`src/rtl/fft_state3_ctrl.sv`:
```
// Stage-3 MDC FFT sequencer: counts input pairs, schedules commutator, butterfly,
// multiplier and twiddle index, and flags output-valid / frame-done / broken frames.
module fft_state3_ctrl #(
  parameter int FRAME_CYC = 16,
  parameter int SHIFT     = 4,
  parameter int LAT       = 8
) (
  input  logic       clk,
  input  logic       rst_n,
  input  logic       in_valid,
  output logic [4:0] state_com_mode,
  output logic [6:0] state_code,
  output logic       butter_mode,
  output logic       mul_mode,
  output logic [1:0] rom_4_counter,
  output logic       out_valid,
  output logic       frame_done,
  output logic       err
);

  localparam int CW = $clog2(FRAME_CYC);
  localparam int SB = $clog2(SHIFT);
  localparam int DW = $clog2(LAT);
  localparam logic [CW-1:0] CNT_LAST = CW'(FRAME_CYC - 1);
  localparam logic [DW-1:0] DRN_LAST = DW'(LAT - 1);

  typedef enum logic [1:0] {
    IDLE  = 2'd0,
    RUN   = 2'd1,
    DRAIN = 2'd2
  } state_t;

  state_t          state_r, state_nxt_s;
  logic [CW-1:0]   cnt_r, cnt_nxt_s;
  logic [2:0]      frame_id_r, frame_id_nxt_s;
  logic [DW-1:0]   drn_r, drn_nxt_s;
  logic            abort_s;
  logic            bmode_s;

  logic [SHIFT-1:0] bv_pipe_r;
  logic [SB:0]      bc_pipe_r [SHIFT];
  logic [LAT-1:0]   ov_pipe_r;
  logic [CW-1:0]    oc_pipe_r [LAT];
  logic             err_r;

  // FSM state, input counter, frame id and drain counter registers
  always_ff @(posedge clk or negedge rst_n) begin
    if (!rst_n) begin
      state_r    <= IDLE;
      cnt_r      <= {CW{1'b0}};
      frame_id_r <= 3'd0;
      drn_r      <= {DW{1'b0}};
    end else begin
      state_r    <= state_nxt_s;
      cnt_r      <= cnt_nxt_s;
      frame_id_r <= frame_id_nxt_s;
      drn_r      <= drn_nxt_s;
    end
  end

  // Next-state, counter and abort decode
  always_comb begin
    state_nxt_s    = state_r;
    cnt_nxt_s      = cnt_r;
    frame_id_nxt_s = frame_id_r;
    abort_s        = 1'b0;
    case (state_r)
      IDLE: begin
        if (in_valid) state_nxt_s = RUN;
        else          state_nxt_s = IDLE;
      end
      RUN: begin
        if (in_valid) begin
          state_nxt_s = RUN;
        end else if (cnt_r == {CW{1'b0}}) begin
          state_nxt_s = DRAIN;
        end else begin
          // broken frame: drop back to IDLE and flush pending output valids
          abort_s     = 1'b1;
          state_nxt_s = IDLE;
        end
      end
      DRAIN: begin
        if (in_valid)               state_nxt_s = RUN;
        else if (drn_r == DRN_LAST) state_nxt_s = IDLE;
        else                        state_nxt_s = DRAIN;
      end
      default: state_nxt_s = IDLE;
    endcase

    if (abort_s) begin
      cnt_nxt_s = {CW{1'b0}};
    end else if (in_valid) begin
      if (cnt_r == CNT_LAST) begin
        cnt_nxt_s      = {CW{1'b0}};
        frame_id_nxt_s = frame_id_r + 3'd1;
      end else begin
        cnt_nxt_s = cnt_r + CW'(1);
      end
    end else begin
      cnt_nxt_s = cnt_r;
    end

    if (state_r == DRAIN) drn_nxt_s = drn_r + DW'(1);
    else                  drn_nxt_s = {DW{1'b0}};
  end

  // Butterfly schedule pipe, output-valid pipe and error pulse register
  always_ff @(posedge clk or negedge rst_n) begin
    if (!rst_n) begin
      bv_pipe_r <= {SHIFT{1'b0}};
      ov_pipe_r <= {LAT{1'b0}};
      err_r     <= 1'b0;
      for (int i = 0; i < SHIFT; i++) bc_pipe_r[i] <= {(SB+1){1'b0}};
      for (int i = 0; i < LAT; i++)   oc_pipe_r[i] <= {CW{1'b0}};
    end else begin
      bv_pipe_r    <= {bv_pipe_r[SHIFT-2:0], in_valid};
      bc_pipe_r[0] <= cnt_r[SB:0];
      for (int i = 1; i < SHIFT; i++) bc_pipe_r[i] <= bc_pipe_r[i-1];
      if (abort_s) begin
        ov_pipe_r <= {LAT{1'b0}};
        for (int i = 0; i < LAT; i++) oc_pipe_r[i] <= {CW{1'b0}};
      end else begin
        ov_pipe_r    <= {ov_pipe_r[LAT-2:0], in_valid};
        oc_pipe_r[0] <= cnt_r;
        for (int i = 1; i < LAT; i++) oc_pipe_r[i] <= oc_pipe_r[i-1];
      end
      err_r <= abort_s;
    end
  end

  // Datapath controls decoded from registered state
  always_comb begin
    if (state_r == RUN && in_valid && cnt_r[SB]) state_com_mode = 5'b00010;
    else                                        state_com_mode = 5'b00001;
    state_code  = {frame_id_r, cnt_r};
    bmode_s     = bv_pipe_r[SHIFT-1] & ~bc_pipe_r[SHIFT-1][SB];
    butter_mode = bmode_s;
    mul_mode    = bmode_s;
    if (bmode_s) rom_4_counter = bc_pipe_r[SHIFT-1][1:0];
    else         rom_4_counter = 2'd0;
    out_valid   = ov_pipe_r[LAT-1];
    frame_done  = ov_pipe_r[LAT-1] & (oc_pipe_r[LAT-1] == CNT_LAST);
    err         = err_r;
  end

endmodule

```
`config.mk`:
```
export PLATFORM = sky130hd
export DESIGN_NAME = fft_state3_ctrl
export DESIGN_NICKNAME = d
export VERILOG_FILES = /design/src/rtl/fft_state3_ctrl.sv
export SDC_FILE = /design/constraint.sdc
export NUM_CORES = 1
export LEC_CHECK = 0
export ABC_AREA = 0
export ABC_CLOCK_PERIOD_IN_PS = 1800
export BUFFER_PORTS_ARGS = -buffer_cell sky130_fd_sc_hd__clkbuf_2
export CORE_MARGIN = 5
export CORE_UTILIZATION = 55
export CTS_CLUSTER_SIZE = 28
export DETAILED_ROUTE_END_ITERATION = 16
export GPL_ROUTABILITY_DRIVEN = 0
export PLACE_DENSITY = 0.84
export SYNTH_ARGS = -nofsm -noshare
export SYNTH_HDL_FRONTEND = slang
export SYNTH_SLANG_ARGS = --single-unit
```
`constraint.sdc`:
```
create_clock -name clk -period 1.8 [get_ports clk]
set_input_delay 0.09 -clock clk [delete_from_list [all_inputs] [get_ports clk]]
set_output_delay 0.09 -clock clk [all_outputs]
set_load 0.02 [all_outputs]
```
==> results.py, run 1 <==
metrics = {
    "sta": {
        "final.setup.tns_ps": 0,
        "finalSetupViolCount": 0,
        "max_freq_ghz": 0.615,
        "finalMaxSlewViolations": 0,
        "fin_worst_skew_ps": 6.17,
        "post-route-period-util_pct": 90.4,
        "hold_viol_final": 0,
        "rsz0062_at_grt": "no",
        "min_period_ps": 1630,
    },
    "global_route": {
        "overflow": 0,
        "antenna_found_initial": 0,
        "grt_pass1_wl_mm": 5.63,
        "grtUsageTotal_pct": 14.4,
        "grt_pass1_vias": 1246,
        "grt_max_degree": 70,
    },
    "routing": {
        "drt_iter0_drc": 60,
        "ant_nets": 0,
        "wl_met3_um": 204,
        "wl_mm": 3.21,
        "wl_met1_mm": 1.25,
        "avgRoutedWirePerCell_um": 12.8,
        "drc": 0,
        "viasPerCell": 4.78,
        "dr.max_layer_used": "met4",
        "via_count": 1194,
        "drt_first_pass_iters": 4,
        "routed-wl-met2_mm": 1.69,
    },
    "clock_network": {
        "cts_tree": "done",
        "cts.path.max_buffers": 2,
        "root_buffer": "clkbuf_8",
        "cts-resized-gates": 0,
        "path_clk_slew_ps": 70,
        "cts_sinks": 69,
        "post-cts-setup-buffer-count": 0,
        "cts_buffers": 9,
        "htreeDepth": 3,
        "clk_latency_ps": 330,
    },
    "synth": {
        "synth_cell_types": 23,
        "seq_area_frac_synth_pct": 73.5,
        "synth_warnings": 0,
        "synth_mux_area_share_pct": 0,
        "ys_ff_latch": 69,
        "syn_area_um2": 2350,
        "synth-xor-area-share_pct": 0.745,
        "synth_compound_area_share_pct": 3.19,
        "synth-edff-count": 0,
        "synth_top_family_by_area": "simple AND/OR/NAND/NOR gates",
        "synthArstFlopShare_pct": 100,
        "synthSimpleGateAreaFrac_pct": 16.3,
        "syn_inst": 171,
        "synthFlopType": "dfrtp_1",
        "synthAdderAreaFrac_pct": 2.66,
        "syn_avg_cell_area_um2": 13.7,
    },
    "setup_path": {
        "cp_slowest_cell": "dfrtp_1",
        "path_buf_inv": 2,
        "worstSetupPathType": "reg -> reg",
        "critPathMaxStageDelay_ps": 420,
        "arrival_ps": 1840,
        "crit_required_ps": 2020,
        "ff2ff_path_depth": 6,
        "crit_fanout": 36,
        "reg2reg_slack_ps": 170,
        "r2r-end": "oc_pipe_r[11]",
        "crit_path_end_kind": "register",
        "cp_top_family": "simple AND/OR/NAND/NOR gates",
        "rr_startpoint": "cnt_r[0]",
        "cp-start-kind": "register",
        "path_cells": "inv_1 -> ha_1 -> nor3b_2 -> nor3_4 -> buf_12 -> nor2b_1",
    },
    "pwr": {
        "combPwrFrac_pct": 16.2,
        "clockPowerShare_pct": 30.1,
        "p_int_mw": 2.81,
        "p_total_mw": 3.87,
        "ir_drop_mv": 0.780,
        "leakagePower_nw": 1.37,
        "switchingPower_mw": 1.07,
        "powerDensity_nw_per_um2": 1440,
        "switching_share_pct": 27.5,
        "seq_power_share_pct": 53.6,
    },
    "min_path": {
        "hold_path_class": "in -> reg",
        "holdCritStartpoint": "in_valid",
        "hold-path-endpoint": "bv_pipe_r[0]",
        "hold_depth": 1,
    },
    "floorplanning": {
        "die_area_um2": 5680,
        "fp.dieH_um": 75.4,
        "num_rows": 23,
        "initial_core_util_pct": 57.9,
        "core_um2": 4060,
        "io_pins": 22,
        "die_x_um": 75.4,
    },
    "final_layout": {
        "mostFrequentLayoutCell": "dfrtp_1",
        "antenna_cells": 0,
        "layout_common_cells": "69 x dfrtp_1, 37 x nor2b_1, 18 x clkbuf_2, 11 x nand2_1, 10 x nor2_1",
        "final_util_pct": 66.5,
        "areaGrowthSynthToFinish_pct": 14.7,
        "fillCellCount": 284,
        "final_nets": 203,
        "regArea_um2": 1730,
        "multiInputGateArea_um2": 557,
        "drive_above_1_share_pct": 19.5,
    },
    "placement": {
        "place_hpwl_mm": 2.08,
        "io_buffer_count": 18,
    },
    "job": {
        "maxCapViolCount": 0,
    },
    "outcome": {
        "status": "finished, final reports clean",
    },
}
## Yosys cell counts (all sizes together) (4+ instances only)
| cell type | number | share of area (%) |
|---|---|---|
| nor2 | 10 | 1.6 |
| inv | 5 | 0.80 |
| nor2b | 37 | 9.9 |
| dfrtp | 69 | 73 |
| ha | 5 | 2.7 |
| buf | 9 | 2.4 |
| nand3 | 4 | 0.85 |
| nand2 | 11 | 1.8 |
## sequential cells by signal, summed over array words and instances (netlist names)
| register | cells |
|---|---|
| frame_id_r | 3 |
| err | 1 |
| bc_pipe_r | 12 |
| bv_pipe_r | 4 |
| oc_pipe_r | 32 |
| ov_pipe_r | 8 |
| drn_r | 3 |
| cnt_r | 4 |
| state_r | 2 |
## cell families after synthesis
logic type | Yosys count
adders and majority gates | 5
AOI/OAI and AO/OA | 10
and+or+nand+nor | 69
other | 1
buffers and inverters | 15
DFF | 69
xor gates and xnor gates | 2
## area by class of cell
cell class,instances,area share (%)
timing repair buffer,21,5.20
inverter,5,0.696
multi-input combinational,89,20.6
clock buffer,10,4.73
tap,50,2.32
sequential,69,64.0
clock inverter,6,2.37
## how the worst max path moves through the flow
stage	start	endpoint	slack, ps	depth (start not counted)
2_1_floorplan	cnt_r[0]	oc_pipe_r[0]	240	6
5_1_grt	cnt_r[0]	oc_pipe_r[11]	20	6
3_5_place_dp	cnt_r[0]	oc_pipe_r[11]	140	6
4_1_cts	cnt_r[0]	oc_pipe_r[11]	110	6
6_report	cnt_r[0]	oc_pipe_r[11]	170	6
3_3_place_gp	cnt_r[0]	oc_pipe_r[14]	230	6
## power by group through the flow
stage / clock network, mW / registers (mW) / logic (mW)
2_1_floorplan: 0 / 2.12 / 0.380
3_5_place_dp: 0 / 2.11 / 0.639
6_report: 1.17 / 2.08 / 0.630
5_1_grt: 1.29 / 2.13 / 0.705
4_1_cts: 1.21 / 2.08 / 0.645
3_3_place_gp: 0 / 2.08 / 0.603
## per-layer routing
layer / up-vias / track usage [%]
met5: - / 0
met4: 0 / 8.35
met3: 7 / 7.26
met2: 24 / 23.5
met1: 592 / 14.9
li1: 571 / -
## per-stage QoR
stage	hold WS (ps)	cells	cell area (µm²)	setup slack, ps
2_1_floorplan	-206	173	2360	242
5_1_grt	131	250	2700	18.9
4_1_cts	114	250	2700	109
3_5_place_dp	143	233	2490	140
6_report	140	250	2700	173
3_3_place_gp	129	233	2490	231
## repair_timing
item,CTS,global route
hold buffers,1,0
hold endpoints to repair,69,0
setup endpoints to repair,0,34
## worst reg2reg max path: cells and delay by family, from the launching register on
kind | cells | cell delay (ps)
fa+ha+maj | 1 | 210
buf+inv | 2 | 350
flops | 1 | 420
simple gates | 3 | 530
No activity file was read; power rests on OpenSTA's default activity.
==> run 2: changes to the inputs <==
--- a/config.mk
+++ b/config.mk
@@ -9,11 +9,12 @@
 export ABC_CLOCK_PERIOD_IN_PS = 1800
 export BUFFER_PORTS_ARGS = -buffer_cell sky130_fd_sc_hd__clkbuf_2
 export CORE_MARGIN = 5
-export CORE_UTILIZATION = 55
+export CORE_UTILIZATION = 57
+export CTS_CLUSTER_DIAMETER = 120
 export CTS_CLUSTER_SIZE = 28
 export DETAILED_ROUTE_END_ITERATION = 16
 export GPL_ROUTABILITY_DRIVEN = 0
-export PLACE_DENSITY = 0.84
+export PLACE_DENSITY = 0.86
 export SYNTH_ARGS = -nofsm -noshare
 export SYNTH_HDL_FRONTEND = slang
 export SYNTH_SLANG_ARGS = --single-unit
==> run 2 against run 1 <==
- die area is 3.0% lower
- hold slack worse by 6.1 ps
- power is 3.7% lower
- utilization is 0.14 points higher
- wire length is 4.4% higher
- combinational power is 0.6% higher
- flip-flop and latch count stayed put
- clock skew is 1.2 ps lower
- setup slack worse by 110 ps
- clock power is 13% lower
- first-iteration DRC count is 3.3% higher
- non-clock buffer count stayed put
- critical path type unchanged
- largest cell class unchanged
==> results.py, run 2 (synthesis gave the netlist of run 1 again) <==
metrics = {
    "pwr": {
        "seq_power_share_pct": 55.7,
        "switchingPower_mw": 1.03,
        "switching_share_pct": 27.7,
        "leakagePower_nw": 1.36,
        "combPwrFrac_pct": 17.0,
        "clockPowerShare_pct": 27.3,
        "p_int_mw": 2.70,
        "ir_drop_mv": 0.858,
        "powerDensity_nw_per_um2": 1400,
    },
    "final_layout": {
        "regArea_um2": 1730,
        "antenna_cells": 0,
        "top_register": "oc_pipe_r",
        "largest_reg_flops": 32,
        "drive_above_1_share_pct": 18.1,
        "final_nets": 203,
        "fillCellCount": 302,
        "final_util_pct": 66.6,
        "multiInputGateArea_um2": 557,
        "top_regs": "oc_pipe_r (32), bc_pipe_r (12), ov_pipe_r (8)",
        "instances_no_fill": 249,
        "areaGrowthSynthToFinish_pct": 13.4,
        "mostFrequentLayoutCell": "dfrtp_1",
        "layout_common_cells": "69 x dfrtp_1, 37 x nor2b_1, 18 x clkbuf_2, 11 x nand2_1",
        "stdcell_area_um2": 2660,
    },
    "placement": {
        "io_buffer_count": 18,
        "place_area_um2": 2490,
        "placedCellCount": 233,
        "place_hpwl_mm": 2.22,
    },
    "setup_path": {
        "cp-startpoint": "cnt_r[0]",
        "crit_path_end_kind": "register",
        "r2r-end": "oc_pipe_r[6]",
        "crit_fanout": 36,
        "crit_required_ps": 2010,
        "ff2ff_path_depth": 6,
        "worstSetupPathType": "reg -> reg",
        "cp-start-kind": "register",
        "rr_startpoint": "cnt_r[0]",
        "reg2reg_slack_ps": 70,
        "arrival_ps": 1940,
    },
    "clock_network": {
        "clk_latency_ps": 330,
        "cts_sinks": 69,
        "cts_tree": "done",
        "htreeDepth": 3,
        "path_clk_slew_ps": 70,
        "cts.path.max_buffers": 2,
        "post-cts-setup-buffer-count": 0,
        "root_buffer": "clkbuf_8",
        "cts_buffers": 9,
    },
    "sta": {
        "rsz0062_at_grt": "no",
        "min_period_ps": 1730,
        "fin_worst_skew_ps": 4.95,
        "post-route-period-util_pct": 96.3,
        "hold_viol_final": 0,
        "final.setup.tns_ps": 0,
        "holdWs_ps": 134,
        "tightest_slew_ps": 647,
        "finalSetupViolCount": 0,
        "timing.slew.headroom_pct": 56.9,
        "finalMaxSlewViolations": 0,
        "max_freq_ghz": 0.577,
    },
    "min_path": {
        "hold_path_class": "in -> reg",
        "holdCritStartpoint": "in_valid",
        "hold_depth": 1,
        "hold-path-endpoint": "ov_pipe_r[0]",
    },
    "floorplanning": {
        "core_um2": 4000,
        "io_pins": 22,
        "die_x_um": 74.2,
        "num_rows": 23,
        "initial_core_util_pct": 58.7,
        "die_area_um2": 5510,
        "fp.dieH_um": 74.2,
    },
    "routing": {
        "drt_iter0_drc": 62,
        "viasPerCell": 4.80,
        "drc": 0,
        "ant_nets": 0,
        "via_count": 1194,
        "avgRoutedWirePerCell_um": 13.4,
        "drt_first_pass_iters": 4,
        "wl_mm": 3.35,
    },
    "global_route": {
        "overflow": 0,
        "antenna_found_initial": 0,
        "grt_max_degree": 46,
        "grtUsageTotal_pct": 15.4,
        "grt_pass1_wl_mm": 5.93,
        "grt_pass1_vias": 1322,
    },
    "job": {
        "maxCapViolCount": 0,
    },
    "outcome": {
        "status": "finished, final reports clean",
    },
}
## run 2: through the flow
step           worst slack [ps]  power (mW)
3_5_place_dp                112        2.75
2_1_floorplan               242        2.50
3_3_place_gp                246        2.68
5_1_grt                    14.0        3.96
6_report                   66.9        3.73
4_1_cts                    93.9        3.80
## run 2: what timing repair did
item                                   in CTS  in global routing
endpoints found under the hold margin      24                  0
gates resized for setup                     0                  0
hold buffers                                1                  0
## run 2: metal layers
layer	part of all wire, %	GRT usage [%]	up-vias
li1	-	-	571
met1	42	17.5	581
met2	48	23.1	33
met3	7.2	7.57	9
met4	2.6	10.1	0
met5	0	0	-
## run 2: power groups by stage
stage | registers (mW) | logic, mW | clock network, mW
2_1_floorplan | 2.12 | 0.380 | 0
3_3_place_gp | 2.08 | 0.602 | 0
3_5_place_dp | 2.11 | 0.641 | 0
4_1_cts | 2.08 | 0.646 | 1.07
5_1_grt | 2.12 | 0.701 | 1.14
6_report | 2.08 | 0.634 | 1.02
## run 2: how the worst max path moves through the flow
stage / slack [ps] / endpoint
after global routing: 10 / oc_pipe_r[6]
after CTS: 90 / oc_pipe_r[6]
after global placement: 250 / oc_pipe_r[0]
after detailed placement: 110 / oc_pipe_r[6]
final: 70 / oc_pipe_r[6]
after floorplan: 240 / oc_pipe_r[0]
## run 2: critical path: stages (launching register included)
cell and delay [ps]:
dfrtp_1 430, inv_1 130, ha_1 210, nor3b_2 190, nor3_4 350, buf_12 230, nor2b_1 70
## run 2: area by class of cell
class / count / share of cell area [%]
inverters: 5 / 0.705
clock inverters: 2 / 0.376
flip-flops and latches: 69 / 64.8
repair buffers: 21 / 5.26
clock buffers: 13 / 5.59
multi-input cells: 89 / 20.9
well taps: 50 / 2.35
==> run 3: changes to the inputs <==
--- a/config.mk
+++ b/config.mk
@@ -14,7 +14,7 @@
 export CTS_CLUSTER_SIZE = 28
 export DETAILED_ROUTE_END_ITERATION = 16
 export GPL_ROUTABILITY_DRIVEN = 0
-export PLACE_DENSITY = 0.86
+export PLACE_DENSITY_LB_ADDON = 0.3
 export SYNTH_ARGS = -nofsm -noshare
 export SYNTH_HDL_FRONTEND = slang
 export SYNTH_SLANG_ARGS = --single-unit
==> run 3 against run 2 <==
- register-to-register slack improved by 100 ps
- die area did not move
- power fell by 1.1%
- critical endpoint is now oc_pipe_r[27]
- largest cell class unchanged
==> results.py, run 3 (synthesis gave the netlist of run 1 again) <==
metrics = {
    "floorplanning": {
        "die_area_um2": 5510,
        "initial_core_util_pct": 58.7,
        "core_um2": 4000,
        "io_pins": 22,
        "die_x_um": 74.2,
        "fp.dieH_um": 74.2,
        "num_rows": 23,
    },
    "final_layout": {
        "final_nets": 203,
        "areaGrowthSynthToFinish_pct": 13.1,
        "top_register": "oc_pipe_r",
        "drive_above_1_share_pct": 18.8,
        "mostFrequentLayoutCell": "dfrtp_1",
        "top_regs": "oc_pipe_r (32), bc_pipe_r (12), ov_pipe_r (8)",
        "antenna_cells": 0,
        "largest_reg_flops": 32,
        "layout_common_cells": "69 x dfrtp_1, 37 x nor2b_1, 18 x clkbuf_2, 11 x nand2_1",
    },
    "placement": {
        "io_buffer_count": 18,
        "place_hpwl_mm": 1.95,
        "dp_slack_ps": 186,
    },
    "clock_network": {
        "cts-resized-gates": 0,
        "cts_sinks": 69,
        "cts_tree": "done",
        "path_clk_slew_ps": 60,
        "htreeDepth": 3,
        "cts.path.max_buffers": 2,
        "clk_latency_ps": 330,
        "root_buffer": "clkbuf_8",
        "cts_buffers": 9,
        "post-cts-setup-buffer-count": 0,
    },
    "sta": {
        "finalMaxSlewViolations": 0,
        "finalSetupViolCount": 0,
        "rsz0062_at_grt": "no",
        "hold_viol_final": 0,
        "finalWorstSetupSlack_ps": 170,
        "fin_worst_skew_ps": 8.76,
        "min_period_ps": 1630,
        "max_freq_ghz": 0.613,
        "final.setup.tns_ps": 0,
        "post-route-period-util_pct": 90.6,
    },
    "setup_path": {
        "crit_required_ps": 2020,
        "r2r-end": "oc_pipe_r[27]",
        "reg2reg_slack_ps": 170,
        "crit_path_end_kind": "register",
        "worstSetupPathType": "reg -> reg",
        "path_cells": "inv_1 -> ha_1 -> nor3b_2 -> nor3_4 -> buf_12 -> nor2b_1",
        "rr_startpoint": "cnt_r[0]",
        "arrival_ps": 1850,
        "cp_top_family": "simple AND/OR/NAND/NOR gates",
        "path_buf_inv": 2,
        "ff2ff_path_depth": 6,
        "cp-start-kind": "register",
        "crit_fanout": 37,
        "critPathMaxStageDelay_ps": 410,
        "cp_slowest_cell": "dfrtp_1",
    },
    "min_path": {
        "holdCritStartpoint": "in_valid",
        "hold_depth": 1,
        "hold_path_class": "in -> reg",
        "hold-path-endpoint": "bv_pipe_r[0]",
    },
    "global_route": {
        "antenna_found_initial": 0,
        "grtUsageTotal_pct": 14.0,
        "overflow": 0,
        "grt_pass1_wl_mm": 5.38,
        "grt_pass1_vias": 1192,
        "grt_max_degree": 70,
    },
    "routing": {
        "viasPerCell": 4.89,
        "drc": 0,
        "wl_mm": 3.15,
        "drt_first_pass_iters": 4,
        "ant_nets": 0,
        "via_count": 1207,
        "avgRoutedWirePerCell_um": 12.7,
        "drt_iter0_drc": 69,
    },
    "job": {
        "maxCapViolCount": 0,
    },
    "outcome": {
        "status": "finished, final reports clean",
    },
    "pwr": {
        "powerDensity_nw_per_um2": 1390,
        "ir_drop_mv": 0.818,
        "leakagePower_nw": 1.36,
        "p_total_mw": 3.69,
    },
}
==> run 3: cell count changes in the layout (fill, tap and decap cells not counted) <==
cell,before,now
clkinv_2,2,3
clkbuf_1,3,0
==> run 3: worst max-delay path by stage <==
| stage | to | slack, ps | cells past startpoint | startpoint |
|---|---|---|---|---|
| after global placement | oc_pipe_r[2] | 230 | 6 | cnt_r[0] |
| final | oc_pipe_r[27] | 170 | 6 | cnt_r[0] |
| after global routing | oc_pipe_r[18] | 40 | 6 | cnt_r[0] |
| after floorplan | oc_pipe_r[0] | 240 | 6 | cnt_r[0] |
| after detailed placement | oc_pipe_r[4] | 190 | 6 | cnt_r[0] |
| after CTS | oc_pipe_r[4] | 170 | 6 | cnt_r[0] |
==> run 3: routing by layer <==
layer	vias up	GRT usage, %	routed length, µm
met3	7	7.70	210
li1	570	-	-
met1	603	15.9	1300
met4	0	7.24	56
met2	27	21.3	1580
met5	-	0	0
==> run 3: report_power, final <==
group	internal [mW]	switching [mW]
registers	1.92	0.146
logic	0.253	0.377
clock network	0.506	0.488
total	2.68	1.01
==> run 3: layout make-up <==
type                       count  area (µm²)
multi-input combinational     89         557
sequential                    69        1730
timing repair buffer          21         140
inverter                       5        18.8
clock buffer                  10         138
fill                         299        1340
clock inverter                 3        15.0
tap                           50        62.6
==> run 3: stage by stage <==
stage          instances  utilization [%]  hold WS [ps]  cell area (µm²)
5_1_grt              247             66.4           114             2660
2_1_floorplan        173                -          -206             2360
3_3_place_gp         233             62.4           133             2490
3_5_place_dp         233             62.4           136             2490
6_report             247             66.4           120             2660
4_1_cts              247             66.4          92.1             2660
==> run 3: timing repair <==
item                                    in CTS  in global routing
endpoints found under the setup margin       0                  0
hold buffers                                 1                  0
hold endpoints to repair                    69                  0
